**config.mk**
```make
export PLATFORM = sky130hd
export DESIGN_NAME = seq_chunk_adder
export DESIGN_NICKNAME = d
export VERILOG_FILES = /design/src/rtl/adder_pkg.sv /design/src/rtl/chunk_adder.sv /design/src/rtl/seq_chunk_adder.sv
export SDC_FILE = /design/constraint.sdc
export NUM_CORES = 1
export LEC_CHECK = 0
export ABC_AREA = 1
export CAP_MARGIN = 0
export CORE_UTILIZATION = 50
export CTS_CLUSTER_DIAMETER = 200
export DETAILED_ROUTE_END_ITERATION = 7
export PLACE_DENSITY_LB_ADDON = 0.15
export SLEW_MARGIN = 5
export SYNTH_ARGS = -nofsm -noshare
export SYNTH_HDL_FRONTEND = slang
export SYNTH_SLANG_ARGS = --single-unit
```
**constraint.sdc**
```tcl
create_clock -name clk -period 3.75 [get_ports clk]
set_input_delay 0.75 -clock clk [delete_from_list [all_inputs] [get_ports clk]]
set_output_delay 0.75 -clock clk [all_outputs]
set_load 0.03 [all_outputs]
```
**src/rtl/adder_pkg.sv**
```systemverilog
// Shared types for the sequential chunked adder: FSM state encoding and result flags.
package adder_pkg;

  typedef enum logic [1:0] {
    S_IDLE = 2'd0,
    S_CALC = 2'd1,
    S_DONE = 2'd2
  } adder_state_e;

  typedef struct packed {
    logic cout;
    logic ovf;
  } result_flags_t;

endpackage : adder_pkg

```
**src/rtl/chunk_adder.sv**
```systemverilog
// Combinational CHUNK-bit ripple-carry adder; also exposes the carry into its MSB.
module chunk_adder #(
  parameter int unsigned CHUNK = 4
) (
  input  logic [CHUNK-1:0] x,
  input  logic [CHUNK-1:0] y,
  input  logic             ci,
  output logic [CHUNK-1:0] s,
  output logic             co,
  output logic             c_msb
);

  logic [CHUNK:0] carry;

  assign carry[0] = ci;

  for (genvar i = 0; i < int'(CHUNK); i++) begin : g_bit
    assign s[i]       = x[i] ^ y[i] ^ carry[i];
    assign carry[i+1] = (x[i] & y[i]) | (carry[i] & (x[i] ^ y[i]));
  end

  assign co    = carry[CHUNK];
  assign c_msb = carry[CHUNK-1];

endmodule : chunk_adder

```
**src/rtl/seq_chunk_adder.sv**
```systemverilog
// Multi-cycle WIDTH-bit add/subtract, CHUNK bits per clock with a registered inter-chunk carry.
module seq_chunk_adder
  import adder_pkg::*;
#(
  parameter int unsigned WIDTH = 16,
  parameter int unsigned CHUNK = 4
) (
  input  logic             clk,
  input  logic             rst_n,
  input  logic             in_valid,
  output logic             in_ready,
  input  logic [WIDTH-1:0] a,
  input  logic [WIDTH-1:0] b,
  input  logic             cin,
  input  logic             sub,
  output logic             out_valid,
  input  logic             out_ready,
  output logic [WIDTH-1:0] sum,
  output logic             cout,
  output logic             ovf
);

  localparam int unsigned N  = WIDTH / CHUNK;
  localparam int unsigned KW = (N > 1) ? $clog2(N) : 1;

  if ((WIDTH < 2) || (CHUNK < 1) || (CHUNK > WIDTH) || ((WIDTH % CHUNK) != 0)) begin : g_bad_params
    $error("seq_chunk_adder: illegal WIDTH/CHUNK combination");
  end

  adder_state_e  state_q, state_d;
  logic [WIDTH-1:0] a_q, a_d, b_q, b_d;
  logic [WIDTH-1:0] acc_q, acc_d, sum_q, sum_d;
  logic          carry_q, carry_d;
  logic [KW-1:0] k_q, k_d;
  result_flags_t flags_q, flags_d;

  logic [31:0]      base;
  logic [CHUNK-1:0] cx, cy, cs;
  logic             cco, cmsb;

  // Select the operand slice for the chunk currently being processed.
  always_comb begin
    base = 32'(k_q) * 32'(CHUNK);
    cx   = a_q[base +: CHUNK];
    cy   = b_q[base +: CHUNK];
  end

  chunk_adder #(.CHUNK(CHUNK)) u_chunk (
    .x     (cx),
    .y     (cy),
    .ci    (carry_q),
    .s     (cs),
    .co    (cco),
    .c_msb (cmsb)
  );

  always_comb begin
    state_d = state_q;
    a_d     = a_q;
    b_d     = b_q;
    acc_d   = acc_q;
    sum_d   = sum_q;
    carry_d = carry_q;
    k_d     = k_q;
    flags_d = flags_q;

    case (state_q)
      S_IDLE: begin
        if (in_valid) begin
          a_d     = a;
          b_d     = sub ? ~b : b;
          carry_d = sub ? 1'b1 : cin;
          acc_d   = '0;
          k_d     = '0;
          state_d = S_CALC;
        end
      end
      S_CALC: begin
        acc_d[base +: CHUNK] = cs;
        carry_d = cco;
        if (k_q == KW'(N - 1)) begin
          // Last chunk: publish the assembled result and flags together.
          sum_d         = acc_d;
          flags_d.cout  = cco;
          flags_d.ovf   = cco ^ cmsb;
          k_d           = '0;
          state_d       = S_DONE;
        end else begin
          k_d = k_q + KW'(1);
        end
      end
      S_DONE: begin
        if (out_ready) begin
          state_d = S_IDLE;
        end
      end
      default: state_d = S_IDLE;
    endcase
  end

  always_ff @(posedge clk) begin
    if (!rst_n) begin
      state_q <= S_IDLE;
      a_q     <= '0;
      b_q     <= '0;
      acc_q   <= '0;
      sum_q   <= '0;
      carry_q <= 1'b0;
      k_q     <= '0;
      flags_q <= '0;
    end else begin
      state_q <= state_d;
      a_q     <= a_d;
      b_q     <= b_d;
      acc_q   <= acc_d;
      sum_q   <= sum_d;
      carry_q <= carry_d;
      k_q     <= k_d;
      flags_q <= flags_d;
    end
  end

  // Handshake outputs decode registered state only; in_ready is forced low during reset.
  assign in_ready  = rst_n && (state_q == S_IDLE);
  assign out_valid = (state_q == S_DONE);
  assign sum       = sum_q;
  assign cout      = flags_q.cout;
  assign ovf       = flags_q.ovf;

endmodule : seq_chunk_adder

```
==> impl_metrics.env <==
export IMPL_status="finished, final reports clean"
export IMPL_worstSkewPairLatency_ps=350
export IMPL_drc_errors=0
export IMPL_first_global_vias=2788
export IMPL_max_clock_path_buffers=2
export IMPL_crit_top_cell="fa_1"
export IMPL_die_area_um2=7300
export IMPL_syn_num_nets=535
export IMPL_required_ps=4030
export IMPL_start_util_pct=51.5
export IMPL_power_leakage_nw=1.83
export IMPL_ir_worst_vdd_mv=0.208
export IMPL_clockRootBuffer="clkbuf_8"
export IMPL_finish_utilization_pct=62.6
export IMPL_die_x_um=85.4
export IMPL_grt_max_degree=47
export IMPL_firstDrtPassIters=4
export IMPL_diodes=0
export IMPL_hold_class="reg -> reg"
export IMPL_postRouteAntennaNets=0
export IMPL_path_buf_inv=4
export IMPL_crit_family="adder cells"
export IMPL_postSynthCellCount=487
export IMPL_nNetsFinal=583
export IMPL_gp_congestion=0.891
export IMPL_rsz0062_at_grt="false"
export IMPL_r2r_setup_slack_ps=350
export IMPL_fp_dieH_um=85.4
export IMPL_grt_pass1_wl_um=12400
export IMPL_critical_path_cell_chain="clkinv_1, o21ai_0, o22a_1, fa_1, inv_1, fa_1, inv_1, fa_1, inv_1, fa_1, nand3_1, o21bai_1, nand2_1, a21oi_1"
export IMPL_wl_per_cell_um=11.8
export IMPL_detailroute_via_count=3087
export IMPL_nFillCells=663
export IMPL_fmax_mhz=294
export IMPL_cp_depth=14
export IMPL_r2r_start="k_q[1]"
export IMPL_fin_worst_skew_ps=9.69
export IMPL_endpoint_kind="flop"
export IMPL_finalHoldViolations=0
export IMPL_hpwl_um=5140
export IMPL_hold_path_depth=2
export IMPL_critPathCapture="acc_q[15]"
export IMPL_fin_crit_sh_pct=90.7
export IMPL_cts_made_buffers=9
export IMPL_setup_viol=0
export IMPL_multiInputGateArea_um2=1650
export IMPL_cts_hold_buf=0
export IMPL_syn_area_per_cell_um2=7.15
export IMPL_drt_iter0_markers=147
export IMPL_cp_slowest_cell="dfxtp_1"
export IMPL_globalRouteOverflowTotal=0
export IMPL_final_cell_mix="94 x nand2_1, 71 x dfxtp_1, 62 x inv_1, 61 x nor2_1, 57 x clkdlybuf4s50_1"
export IMPL_ctsHtreeMaxLevel=3
export IMPL_ios=58
export IMPL_post_cts_resized=0
export IMPL_viasPerCell=4.98
export IMPL_power_mw=1.71
export IMPL_drv_slew=0
export IMPL_setup_tns_final_ps=0
export IMPL_synth_warnings=0
export IMPL_antenna_found_initial=0
export IMPL_max_stage_delay_ps=600
export IMPL_cp_start_kind="flop"
export IMPL_synth_area_um2=3480
export IMPL_postCtsSetupBuffers=0
export IMPL_ys_seq_elements=71
export IMPL_cts_clk_slew_worst_paths_ps=80
export IMPL_drv_cap=0
export IMPL_tightest_slew_ps=855
export IMPL_cellPowerDensity_nw_per_um2=404
export IMPL_worstHoldStart="b_q[14]"
export IMPL_num_rows=30
export IMPL_reg2reg_depth=14
export IMPL_seqCellArea_um2=1420
export IMPL_ys_seq_area_share_pct=40.8
export IMPL_layout_commonest_cell="nand2_1"
export IMPL_wl_um=7300
export IMPL_r2r_end="acc_q[15]"
export IMPL_design_core_area_um2=6760
export IMPL_area_growth_pct=21.5
export IMPL_layout_drive_gt1_share_pct=5.37
export IMPL_worstPathArrival_ps=3680
export IMPL_grt_total_usage_pct=21.7
export IMPL_port_buffers=57
export IMPL_critical_path_class="reg -> reg"
export IMPL_cts_tree="built"
export IMPL_worstSetupStartpoint="k_q[1]"
export IMPL_max_slew_margin_rel_pct=42.8
export IMPL_period_minus_slack_ps=3400
export IMPL_clock_sinks=71
export IMPL_path_max_fanout=13
export IMPL_yosysUniqueCellTypes=28
## sequential cells by signal, indices dropped and copies added, names as in the netlist, 2 cells and up
name / flops
b_q: 16
sum: 16
a_q: 16
k_q: 2
acc_q: 16
state_q: 2
## worst min-delay path by stage
stage / endpoint / slack [ps]
detailed placement: b_q[0] / 440
CTS: b_q[2] / 460
floorplan: b_q[0] / 420
global route: b_q[10] / 470
global placement: b_q[14] / 440
finish: b_q[14] / 450
## area by class of cell
| cell class | count | area share [%] |
|---|---|---|
| well taps | 80 | 2.37 |
| inverters | 66 | 5.92 |
| clock inverters | 6 | 1.42 |
| multi-input cells | 325 | 39.1 |
| flip-flops and latches | 71 | 33.6 |
| repair buffers | 62 | 14.4 |
| clock buffers | 10 | 3.25 |
## stage by stage
| step | cells | area (um2) | worst slack [ps] | hold slack (ps) |
|---|---|---|---|---|
| after floorplan | 487 | 3480 | 736 | 424 |
| after global placement | 604 | 4030 | 579 | 443 |
| after detailed placement | 604 | 4030 | 397 | 441 |
| after CTS | 620 | 4230 | 359 | 457 |
| after global routing | 620 | 4230 | 77.5 | 472 |
| final | 620 | 4230 | 350 | 454 |
## logic make-up after synthesis
kind of cell    share of synthesized area [%]
flops                                    40.8
compound gates                           18.9
simple gates                             19.8
xor+xnor                                 4.28
buf+inv                                  11.7
fa+ha+maj                                4.46
## metal layers
layer	global-route usage [%]	vias up	part of all wire [%]
li1	-	1625	-
met1	27.1	1386	47
met2	36.7	70	48
met3	4.96	6	4.2
met4	8.03	0	1.1
met5	0	-	0
## synth_stat cells
master,n,area (um2)
o22a_1,2,17.5
inv_4,1,6.26
o22ai_1,4,25.0
o21ai_2,1,8.76
nand3_1,15,75.1
buf_2,12,60.1
nand2_2,1,6.26
a21oi_1,55,275
clkinv_1,1,3.75
o21bai_1,6,45.0
inv_2,2,7.51
fa_1,4,80.1
buf_1,1,3.75
ha_1,6,75.1
inv_1,62,233
nand3_2,1,10.0
o21ai_1,14,70.1
nand2_4,1,11.3
clkbuf_1,4,15.0
dfxtp_1,71,1420
o21a_1,2,15.0
nor2_1,61,229
or2_2,1,6.26
o21ai_0,40,200
buf_4,3,22.5
xor2_1,17,149
nand2_1,94,353
buf_6,5,56.3
## tightest hold or removal path, stage by stage (launching register included)
cell     delay, ps
dfxtp_1        300
inv_1           60
a21oi_1         50
## power breakdown
group | switching, mW | internal, mW
Combinational | 0.168 | 0.120
Clock | 0.288 | 0.321
Sequential | 0.0236 | 0.789
Total | 0.479 | 1.23
No activity file was read; power rests on OpenSTA's default activity.
